--- src/rtl/axi_lite_txn_scheduler_pkg.sv ---
// Shared AXI-lite helper types: response codes, channel bit positions and scheduler state/request types.
package axi_helper;

  typedef logic [1:0] resp_t;

  localparam resp_t RESP_OKAY   = 2'b00;
  localparam resp_t RESP_SLVERR = 2'b10;

  localparam int TX_EN_AW = 4;
  localparam int TX_EN_W  = 3;
  localparam int TX_EN_AR = 1;
  localparam int RX_B     = 2;
  localparam int RX_R     = 0;

  // Request fields are sized for the widest supported bus; users slice down to their width.
  localparam int SCHED_MAX_ADDR_W = 64;
  localparam int SCHED_MAX_DATA_W = 64;

  typedef enum logic [2:0] {
    IDLE,
    ISSUE,
    WAIT_B,
    WAIT_R,
    RESP
  } sched_state_t;

  typedef struct packed {
    logic                        write;
    logic [SCHED_MAX_ADDR_W-1:0] addr;
    logic [SCHED_MAX_DATA_W-1:0] wdata;
  } sched_req_t;

endpackage

--- src/rtl/axi_lite_txn_scheduler_if.sv ---
// Requester, channel-engine launch and completion signals of the AXI-lite transaction scheduler.
interface axi_lite_txn_scheduler_if #(
  parameter int ADDR_W  = 32,
  parameter int DATA_W  = 32,
  parameter int NUM_REQ = 2
);
  logic [NUM_REQ-1:0]        req_valid;
  logic [NUM_REQ-1:0]        req_ready;
  logic [NUM_REQ-1:0]        req_write;
  logic [NUM_REQ*ADDR_W-1:0] req_addr;
  logic [NUM_REQ*DATA_W-1:0] req_wdata;
  logic [NUM_REQ-1:0]        rsp_valid;
  logic [NUM_REQ-1:0]        rsp_ready;
  logic [DATA_W-1:0]         rsp_rdata;
  logic [1:0]                rsp_resp;
  logic [4:0]                tx_en;
  logic [ADDR_W-1:0]         tx_addr;
  logic [DATA_W-1:0]         tx_wdata;
  logic                      aw_hold;
  logic                      w_hold;
  logic                      ar_hold;
  logic [4:0]                new_data;
  logic [1:0]                bresp;
  logic [DATA_W-1:0]         rdata;
  logic [1:0]                rresp;
  logic                      r_hold;
  logic                      busy;

  modport slave (
    input  req_valid, req_write, req_addr, req_wdata, rsp_ready,
    input  aw_hold, w_hold, ar_hold, new_data, bresp, rdata, rresp,
    output req_ready, rsp_valid, rsp_rdata, rsp_resp,
    output tx_en, tx_addr, tx_wdata, r_hold, busy
  );

  modport master (
    output req_valid, req_write, req_addr, req_wdata, rsp_ready,
    output aw_hold, w_hold, ar_hold, new_data, bresp, rdata, rresp,
    input  req_ready, rsp_valid, rsp_rdata, rsp_resp,
    input  tx_en, tx_addr, tx_wdata, r_hold, busy
  );

endinterface

--- src/rtl/axi_lite_txn_scheduler_rr_arbiter.sv ---
// Round-robin requester selection, searching upward from the slot after 'last' with wrap.
// Latency: purely combinational, no state.
// Backpressure: grants nothing while 'advance' is low.
module rr_arbiter #(
  parameter int N = 2
) (
  input  logic [N-1:0]         req,
  input  logic                 advance,
  input  logic [$clog2(N)-1:0] last,
  output logic [N-1:0]         grant,
  output logic [$clog2(N)-1:0] grant_idx
);

  localparam int IDX_W = $clog2(N);

  int   cand;
  logic found;

  always_comb begin
    grant     = '0;
    grant_idx = '0;
    found     = 1'b0;
    cand      = 0;
    for (int off = 1; off <= N; off++) begin
      cand = int'(last) + off;
      if (cand >= N) cand = cand - N;
      if (advance && !found && req[cand]) begin
        found       = 1'b1;
        grant[cand] = 1'b1;
        grant_idx   = IDX_W'(cand);
      end
    end
  end

endmodule

--- src/rtl/axi_lite_txn_scheduler.sv ---
// Round-robin AXI-lite transaction scheduler: one outstanding beat, launch pulses to AW/W/AR, B/R completion return.
// Latency: grant -> launch 1 cycle; completion pulse -> rsp_valid 1 cycle; rsp_ready -> IDLE 1 cycle.
// Backpressure: launch waits on engine hold signals; rsp_valid stays up until the owner's rsp_ready.
module axi_lite_txn_scheduler
  import axi_helper::*;
#(
  parameter int ADDR_W  = 32,
  parameter int DATA_W  = 32,
  parameter int NUM_REQ = 2,
  parameter int TIMEOUT = 256
) (
  input logic                     ACLK,
  input logic                     ARESET,
  axi_lite_txn_scheduler_if.slave bus
);

  localparam int IDX_W = $clog2(NUM_REQ);
  localparam int WD_W  = (TIMEOUT > 0) ? $clog2(TIMEOUT + 1) : 1;
  localparam logic [WD_W-1:0] WD_LAST = (TIMEOUT > 0) ? WD_W'(TIMEOUT - 1) : '0;
  localparam logic [WD_W-1:0] WD_MAX  = WD_W'(TIMEOUT);

  sched_state_t       state, state_nxt;
  sched_req_t         cur;
  logic [IDX_W-1:0]   owner, last_grant, grant_idx;
  logic [NUM_REQ-1:0] grant;
  logic               any_grant;
  logic [WD_W-1:0]    wd;
  logic [DATA_W-1:0]  rdata_q;
  resp_t              resp_q;
  logic               expire;

  rr_arbiter #(.N(NUM_REQ)) u_arb (
    .req       (bus.req_valid),
    .advance   (state == IDLE),
    .last      (last_grant),
    .grant     (grant),
    .grant_idx (grant_idx)
  );

  assign any_grant = |grant;
  assign expire    = (TIMEOUT > 0) && (wd == WD_LAST);

  assign bus.req_ready = grant;
  assign bus.rsp_valid = (state == RESP) ? (NUM_REQ'(1) << owner) : '0;
  assign bus.rsp_rdata = (state == RESP) ? rdata_q : '0;
  assign bus.rsp_resp  = (state == RESP) ? resp_q : RESP_OKAY;
  assign bus.tx_addr   = cur.addr[ADDR_W-1:0];
  assign bus.tx_wdata  = cur.wdata[DATA_W-1:0];
  assign bus.r_hold    = (state == RESP) && !cur.write;
  assign bus.busy      = (state != IDLE);

  always_comb begin
    state_nxt  = state;
    bus.tx_en  = '0;
    case (state)
      IDLE:   if (any_grant) state_nxt = ISSUE;
      ISSUE: begin
        if (cur.write) begin
          if (!bus.aw_hold && !bus.w_hold) begin
            bus.tx_en[TX_EN_AW] = 1'b1;
            bus.tx_en[TX_EN_W]  = 1'b1;
            state_nxt           = WAIT_B;
          end
        end else if (!bus.ar_hold) begin
          bus.tx_en[TX_EN_AR] = 1'b1;
          state_nxt           = WAIT_R;
        end
      end
      WAIT_B: if (bus.new_data[RX_B] || expire) state_nxt = RESP;
      WAIT_R: if (bus.new_data[RX_R] || expire) state_nxt = RESP;
      RESP:   if (bus.rsp_ready[owner]) state_nxt = IDLE;
      default: state_nxt = IDLE;
    endcase
  end

  always_ff @(posedge ACLK) begin
    if (ARESET) begin
      state      <= IDLE;
      last_grant <= IDX_W'(NUM_REQ - 1);
      owner      <= '0;
      cur        <= '0;
      wd         <= '0;
      rdata_q    <= '0;
      resp_q     <= RESP_OKAY;
    end else begin
      state <= state_nxt;
      case (state)
        IDLE: if (any_grant) begin
          owner      <= grant_idx;
          last_grant <= grant_idx;
          cur.write  <= bus.req_write[grant_idx];
          cur.addr   <= SCHED_MAX_ADDR_W'(bus.req_addr[int'(grant_idx)*ADDR_W +: ADDR_W]);
          cur.wdata  <= SCHED_MAX_DATA_W'(bus.req_wdata[int'(grant_idx)*DATA_W +: DATA_W]);
        end
        ISSUE: wd <= '0;
        // A real completion takes precedence over a watchdog expiry in the same cycle.
        WAIT_B: begin
          if (bus.new_data[RX_B]) begin
            rdata_q <= '0;
            resp_q  <= bus.bresp;
          end else if (expire) begin
            rdata_q <= '0;
            resp_q  <= RESP_SLVERR;
          end else if (TIMEOUT > 0 && wd != WD_MAX) begin
            wd <= wd + 1'b1;
          end
        end
        WAIT_R: begin
          if (bus.new_data[RX_R]) begin
            rdata_q <= bus.rdata;
            resp_q  <= bus.rresp;
          end else if (expire) begin
            rdata_q <= '0;
            resp_q  <= RESP_SLVERR;
          end else if (TIMEOUT > 0 && wd != WD_MAX) begin
            wd <= wd + 1'b1;
          end
        end
        default: ;
      endcase
    end
  end

endmodule

--- src/flat_wrapper.sv ---
// flat-port wrapper written by rule: the top's interface ports become plain ports
module axi_lite_txn_scheduler_flat import axi_helper::*;
#(
  parameter int ADDR_W  = 32,
  parameter int DATA_W  = 32,
  parameter int NUM_REQ = 2,
  parameter int TIMEOUT = 256
)
  (ACLK, ARESET, bus_req_valid, bus_req_write, bus_req_addr, bus_req_wdata, bus_rsp_ready, bus_aw_hold, bus_w_hold, bus_ar_hold, bus_new_data, bus_bresp, bus_rdata, bus_rresp, bus_req_ready, bus_rsp_valid, bus_rsp_rdata, bus_rsp_resp, bus_tx_en, bus_tx_addr, bus_tx_wdata, bus_r_hold, bus_busy);
  axi_lite_txn_scheduler_if #(.ADDR_W(ADDR_W), .DATA_W(DATA_W), .NUM_REQ(NUM_REQ)) bus_i ();
  input logic ACLK;
  input logic ARESET;
  input wire logic [$bits(bus_i.req_valid)-1:0] bus_req_valid;
  input wire logic [$bits(bus_i.req_write)-1:0] bus_req_write;
  input wire logic [$bits(bus_i.req_addr)-1:0] bus_req_addr;
  input wire logic [$bits(bus_i.req_wdata)-1:0] bus_req_wdata;
  input wire logic [$bits(bus_i.rsp_ready)-1:0] bus_rsp_ready;
  input wire logic [$bits(bus_i.aw_hold)-1:0] bus_aw_hold;
  input wire logic [$bits(bus_i.w_hold)-1:0] bus_w_hold;
  input wire logic [$bits(bus_i.ar_hold)-1:0] bus_ar_hold;
  input wire logic [$bits(bus_i.new_data)-1:0] bus_new_data;
  input wire logic [$bits(bus_i.bresp)-1:0] bus_bresp;
  input wire logic [$bits(bus_i.rdata)-1:0] bus_rdata;
  input wire logic [$bits(bus_i.rresp)-1:0] bus_rresp;
  output wire logic [$bits(bus_i.req_ready)-1:0] bus_req_ready;
  output wire logic [$bits(bus_i.rsp_valid)-1:0] bus_rsp_valid;
  output wire logic [$bits(bus_i.rsp_rdata)-1:0] bus_rsp_rdata;
  output wire logic [$bits(bus_i.rsp_resp)-1:0] bus_rsp_resp;
  output wire logic [$bits(bus_i.tx_en)-1:0] bus_tx_en;
  output wire logic [$bits(bus_i.tx_addr)-1:0] bus_tx_addr;
  output wire logic [$bits(bus_i.tx_wdata)-1:0] bus_tx_wdata;
  output wire logic [$bits(bus_i.r_hold)-1:0] bus_r_hold;
  output wire logic [$bits(bus_i.busy)-1:0] bus_busy;
  assign bus_i.req_valid = bus_req_valid;
  assign bus_i.req_write = bus_req_write;
  assign bus_i.req_addr = bus_req_addr;
  assign bus_i.req_wdata = bus_req_wdata;
  assign bus_i.rsp_ready = bus_rsp_ready;
  assign bus_i.aw_hold = bus_aw_hold;
  assign bus_i.w_hold = bus_w_hold;
  assign bus_i.ar_hold = bus_ar_hold;
  assign bus_i.new_data = bus_new_data;
  assign bus_i.bresp = bus_bresp;
  assign bus_i.rdata = bus_rdata;
  assign bus_i.rresp = bus_rresp;
  assign bus_req_ready = bus_i.req_ready;
  assign bus_rsp_valid = bus_i.rsp_valid;
  assign bus_rsp_rdata = bus_i.rsp_rdata;
  assign bus_rsp_resp = bus_i.rsp_resp;
  assign bus_tx_en = bus_i.tx_en;
  assign bus_tx_addr = bus_i.tx_addr;
  assign bus_tx_wdata = bus_i.tx_wdata;
  assign bus_r_hold = bus_i.r_hold;
  assign bus_busy = bus_i.busy;
  axi_lite_txn_scheduler #(.ADDR_W(ADDR_W), .DATA_W(DATA_W), .NUM_REQ(NUM_REQ), .TIMEOUT(TIMEOUT)) u_core (.ACLK(ACLK), .ARESET(ARESET), .bus(bus_i));
endmodule
--- config.mk ---
export PLATFORM = sky130hd
export DESIGN_NAME = axi_lite_txn_scheduler_flat
export DESIGN_NICKNAME = d
export VERILOG_FILES = /design/src/rtl/axi_lite_txn_scheduler_pkg.sv /design/src/rtl/axi_lite_txn_scheduler_if.sv /design/src/rtl/axi_lite_txn_scheduler_rr_arbiter.sv /design/src/rtl/axi_lite_txn_scheduler.sv /design/src/flat_wrapper.sv
export SDC_FILE = /design/constraint.sdc
export NUM_CORES = 1
export LEC_CHECK = 0
export CORE_MARGIN = 10
export CORE_UTILIZATION = 36
export DETAILED_ROUTE_END_ITERATION = 8
export HOLD_SLACK_MARGIN = 0.08
export PLACE_DENSITY = 0.75
export REMOVE_ABC_BUFFERS = 1
export SYNTH_ARGS = -nofsm -noshare
export SYNTH_HDL_FRONTEND = slang
export SYNTH_SLANG_ARGS = --single-unit
export TNS_END_PERCENT = 100
--- constraint.sdc ---
create_clock -name ACLK -period 2.1 [get_ports ACLK]
set_clock_uncertainty 0.05 [all_clocks]
set_input_delay 0.315 -clock ACLK [delete_from_list [all_inputs] [get_ports ACLK]]
set_output_delay 0.315 -clock ACLK [all_outputs]
set_load 0.05 [all_outputs]
After elaboration in Yosys (flattened, before gate mapping)
Cells that the tools add are included.

word-level totals
  memories kept = 0
  bits in writable memories = 0
  input port bits = 180
  bits in read-only memories = 0
  latch bits = 0
  bits in registers = 113

operators by class
  reduce and logical (&&, ||, !) cells = 21
  bitwise gates (word level) = 1
  add/subtract/negate cells = 5
  equality and inequality tests = 14
  mux-type cells = 51
  $lt $le $gt $ge = 8
  div/mod/pow operators = 0
  shift-type cells = 3
  $mul = 0

operators by type and width
  operator                 number
  $mux W32                 6
  $shiftx A64 B7 Y32       2
  $ge A32 B1 Y1 const B    2
  $lt A32 B3 Y1 const B    2
  $pmux W32 S2             1
  $mux W9                  4
  $ge A32 B3 Y1 const B    1
  $sub A32 B3 Y32 const B  1
  $pmux W9 S3              1
  $mux W3                  7
  $mux W2                  10
  $mux W1                  18
  $pmux W3 S5              1
  $add A9 B1 Y9 const B    1
  $eq A9 B8 Y1 const B     1
  $ne A9 B9 Y1 const B     1
  $logic_and A1 B1 Y1      7
  $eq A3 B2 Y1 const B     2
  $ne A2 B1 Y1 const B     3
  $ne A2 B2 Y1 const B     3
  $reduce_and A6 Y1        1
  $reduce_bool A3 Y1       2
  $logic_not A1 Y1         4
  $lt A1 B2 Y1 const B     2
  other kinds (18)         20

Depth between registers and ports, before layout
Gate-level depths: netlist of the first run.

  depth in word-level cells = 15
  gate-level depth with buffers = 8
  mapped depth without buffers = 6

By module
From an unflattened synthesis of the first run, not the netlist that was laid out.

unflattened totals
  cells, all modules = 628
  area total of the unflattened synthesis = 5,780.5 um2

by module, submodules not included
  module                  times used  area an instance (um2)  seq. area each (um2)  cells each
  axi_lite_txn_scheduler  1           5,754.3                 2,262.2               622
  rr_arbiter              1           26.3                    0.0                   6

Least setup slack after synthesis of the first run
OpenSTA, ideal clock, no wires.

  kind = flip-flop to flip-flop
  start point = register u_core.wd[0]
  end point = register u_core.wd[6]
  slack = 82 ps
  path buffers = 1
  period minus slack after synthesis = 2,018 ps
  data arrival time = 1,898 ps
  stages on the path, launching flop included = 8
  path through = dfxtp_1 > ha_1 > and4_1 > ha_1 > a211o_1 > buf_2 > or3_1 > a21oi_1

between the ends
  longest elaborated chain between the ends = 5
  elaborated cells between the ends (all ways) = 8
  those cells by class = add/sub: 1; eq/ne: 2; mux: 5

RTL lines
  what                                           line                                                          source
  start, declared                                axi_lite_txn_scheduler.sv:27                                  logic [WD_W-1:0] wd;
  start signal, assigned                         axi_lite_txn_scheduler.sv:105                                 wd <= wd + 1'b1;
  start signal, assigned                         axi_lite_txn_scheduler.sv:116                                 wd <= wd + 1'b1;
  $add A9 B1 Y9 or $ne A9 B9 Y1 (tied branches)  -
  $mux W9                                        axi_lite_txn_scheduler.sv:104, axi_lite_txn_scheduler.sv:115
  $mux W9 (*)                                    axi_lite_txn_scheduler.sv:101                                 end else if (expire) begin
  $mux W9, on equally long branches              axi_lite_txn_scheduler.sv:109, axi_lite_txn_scheduler.sv:98
  $pmux W9 S3 (*)                                axi_lite_txn_scheduler.sv:87                                  case (state)

Mark *: on every way between the ends. The rest lies on a longest branch, timed or not. The select of a mux whose other input is x is not followed.
A chain may end at the register's enable or synchronous reset.

Worst setup path in the final report of the first run
  start point = register u_core.wd[5]
  end point = register u_core.wd[3]

between the ends
  longest elaborated chain between the ends = 5
  elaborated cells between the ends (all ways) = 7
  those cells by class = eq/ne: 2; mux: 5

RTL lines
  what                               line
  $ne A9 B9 Y1                       axi_lite_txn_scheduler.sv:104, axi_lite_txn_scheduler.sv:115
  $mux W9                            -
  $mux W9 (*)                        -
  $mux W9, on equally long branches  -
  $pmux W9 S3 (*)                    -

Marked as above.

==> impl_metrics.ini, run 1 <==
[floorplanning]
die_h_um = 142
die_x_um = 142
initial_core_util_pct = 36.6
rows = 44
die_area_mm2 = 0.0201
ioPinCount = 289
core_area_mm2 = 0.0145

[critical_path]
reg2reg_depth = 6
r2r-end = u_core.wd[3]
crit_path_max_fanout = 6
setup.worst_path.end = u_core.wd[3]
r2r_start = u_core.wd[5]
crit_slowest_cell = or4_4
worst_setup_path_start_kind = flip-flop
endpoint_kind = flip-flop
path_cells = and4_1 > and4_4 > ha_4 > a211o_4 > or4_4 > a21oi_2
critPathMaxStageDelay_ps = 530
worstPathArrival_ps = 2320
cp.required_ps = 2390
critical_path_class = reg2reg
reg2reg_slack_ps = 70
critPathLaunch = u_core.wd[5]

[yosys]
synthMuxAreaShare_pct = 0.188
syn_area_mm2 = 0.00533
synthTopCellsByCount = 113 x dfxtp_1, 75 x a21oi_1, 72 x buf_4, 72 x nand2_1, 63 x o221ai_1
synth_top_area_share_pct = 42.5
async_flop_share_pct = 0
yosysMostFrequentCell = dfxtp_1
synth_cells = 606
synth_adder_area_share_pct = 0.705
ys_ff_latch = 113
synth_edf_count = 0
synth_compound_area_share_pct = 26.9
synth_top_cell_by_area = dfxtp_1
synthSimpleGateAreaFrac_pct = 14.8
netlist-cell-type-count = 48
synth.area.top_cells = dfxtp_1 42%, o221ai_1 10%, buf_4 10%, a21oi_1 7.0%, a22o_1 5.3%
synth-xor-area-share_pct = 0
yosysWarningCount = 0
synth_top_family_by_area = compound AO/OA/AOI/OAI gates
ys_seq_area_share_pct = 42.5
synth-main-ff-cell = dfxtp_1
synth_area_per_cell_um2 = 8.79

[timing]
fin_crit_sh_pct = 96.8
drv_slew = 0
fmax_ghz = 0.492
tightest_slew_ps = 612
max_slew_margin_pct = 58.6
setup_viol = 0
layout_min_cycle_time_ps = 2030
rsz0062_at_grt = yes
hold_violations = 0
worst_slack_ps = 67.4

[place]
portBuffers = 283
place_area_mm2 = 0.00845
dp_slack_ps = -16.6
gp_congestion = 0.850
hpwl_um = 14500

[route]
wl_per_cell_um = 19.2
vias = 5374
drtIter0Drc = 214
avgViaCountPerCell = 5.28
drtPass1Iterations = 5
routed_wl_um = 19500
drcViolationCount = 0
ant_nets = 0

[cts]
cts_sinks = 113
cts_tree = done
cts_buffer_depth = 2
cts.clk_slew.worst_paths_ps = 50
post_cts_buffers = 0
clk_latency_ps = 400
cts_buffers = 17
cts-root-buf = clkbuf_16
cts-hold-fix-buffers = 0
h-tree-depth = 4

[power]
peakVddDrop_v = 0.000508
clkPwrFrac_pct = 40.5
p_int_mw = 5.51
leakagePower_nw = 3.52
pwr-share-seq_pct = 30.8
combinationalPowerShare_pct = 28.7
power_density_mw_per_mm2 = 869
p_sw_share_pct = 30.8
p_switching_mw = 2.46

[global_routing]
grt_max_degree = 64
track_usage_pct = 18.3
first_global_vias = 5323
antenna_found_initial = 0
grt_pass1_wl_um = 29800
grt_overflow = 0

[status]
run_status = finished clean

[final_layout]
final_nets = 1003
areaGrowthSynthToFinish_pct = 72.3
fin_area_mm2 = 0.00918
drive_gt1_share_pct = 16.3
diodes = 0

[min_path]
worstHoldStart = ARESET
hp-class = in2reg

[run]
max-cap-violations = 0
[state kept, by name, indices dropped and copies added (netlist names)]
name,cells
u_core.resp_q,2
u_core.owner,1
u_core.rdata_q,32
u_core.bus.tx_addr,32
u_core.cur,1
u_core.wd,9
u_core.bus.tx_wdata,32
u_core.state,3
u_core.last_grant,1
[placed cells by master, fill, tap and decap left out, types with 2 or more instances in the layout]
master           instances
clkbuf_16               17
and2_1                   3
clkinvlp_4               4
inv_1                    5
buf_4                   25
nand2b_1                 2
nor3_1                   2
dfxtp_2                  3
o31ai_1                  4
a211oi_1                 2
nand3_1                  3
conb_1                   2
nor2_1                  12
clkdlybuf4s50_1        237
dfxtp_1                110
a21oi_1                 73
ha_1                     2
a22o_1                  32
nor3_2                   2
inv_2                    2
or4_4                    2
o211ai_1                 4
o21ai_0                 10
a21oi_2                  2
clkinv_4                 2
a311oi_1                 2
buf_12                  52
nor4b_1                  2
or3_1                    4
bufinv_16                6
nand2_1                 71
clkinv_2                 2
and3_1                  36
nand4_1                  2
nor2_2                   2
o221ai_1                63
[how the worst min path moves through the flow]
stage                                  end  slack (ps)  cells past startpoint
finish                        u_core.owner         250                      2
global route               u_core.state[2]         270                      2
CTS                           u_core.owner         220                      2
detailed placement  u_core.bus.tx_addr[17]         400                      2
global placement    u_core.bus.tx_addr[29]         390                      2
floorplan            u_core.bus.tx_addr[0]         330                      1
[timing repair]
item / 4_1_cts / 5_1_grt
setup endpoints to repair: 14 / 50
gates cloned: 0 / 1
pin swaps: 0 / 3
gates resized for setup: 6 / 9
hold endpoints to repair: 0 / 0
[cell families after synthesis]
kind of cell / count (synthesis)
compound gates: 202
simple gates: 156
buf+inv: 130
flops: 113
fa+ha+maj: 3
mux: 1
other cells: 1
[power by group through the flow]
stage	clock network (mW)	logic (mW)	registers, mW
3_3_place_gp	0	2.29	2.49
2_1_floorplan	0	0.605	3.06
4_1_cts	3.29	2.31	2.45
3_5_place_dp	0	2.30	2.50
5_1_grt	3.40	2.43	2.48
6_report	3.23	2.29	2.45
[per-stage QoR]
stage | hold WS [ps] | power [mW] | instances | setup TNS [ps] | utilization [%]
6_report | 246 | 7.97 | 1017 | 0 | 63.1
5_1_grt | 269 | 8.31 | 1017 | -3.86 | 63.1
4_1_cts | 225 | 8.06 | 1016 | 0 | 62.9
3_5_place_dp | 395 | 4.80 | 984 | -46.3 | 58.1
3_3_place_gp | 390 | 4.77 | 984 | -14.2 | 58.1
2_1_floorplan | 334 | 3.67 | 484 | -232330 | -
[layout make-up]
type / instances / area (um2)
inverter: 7 / 26.3
multi-input combinational: 365 / 2370
tap: 184 / 230
timing repair buffer: 316 / 3620
clock inverter: 14 / 238
fill: 1234 / 5360
sequential: 113 / 2270
clock buffer: 18 / 429
[metal layers]
layer  wire length, um  GRT usage [%]  vias up
li1                  -              -     2595
met1              7630           20.8     2519
met2              9130           29.5      245
met3              2520           9.48       15
met4               222           5.38        0
met5                 0              0        -
[critical path: cells and delay by family (launching register included)]
kind / cells / cell delay (ps)
AOI/OAI and AO/OA: 2 / 490
adders and majority gates: 1 / 170
DFF: 1 / 300
and+or+nand+nor: 3 / 960
No activity file was read; power rests on OpenSTA's default activity.
==> run 2: changes to the inputs <==
--- a/config.mk
+++ b/config.mk
@@ -8,7 +8,7 @@
 export CORE_MARGIN = 10
 export CORE_UTILIZATION = 36
 export DETAILED_ROUTE_END_ITERATION = 8
-export HOLD_SLACK_MARGIN = 0.08
+export HOLD_SLACK_MARGIN = 0.06
 export PLACE_DENSITY = 0.75
 export REMOVE_ABC_BUFFERS = 1
 export SYNTH_ARGS = -nofsm -noshare
==> results of run 2 <==
Final layout, timing and power as in run 1 (identical DEF).
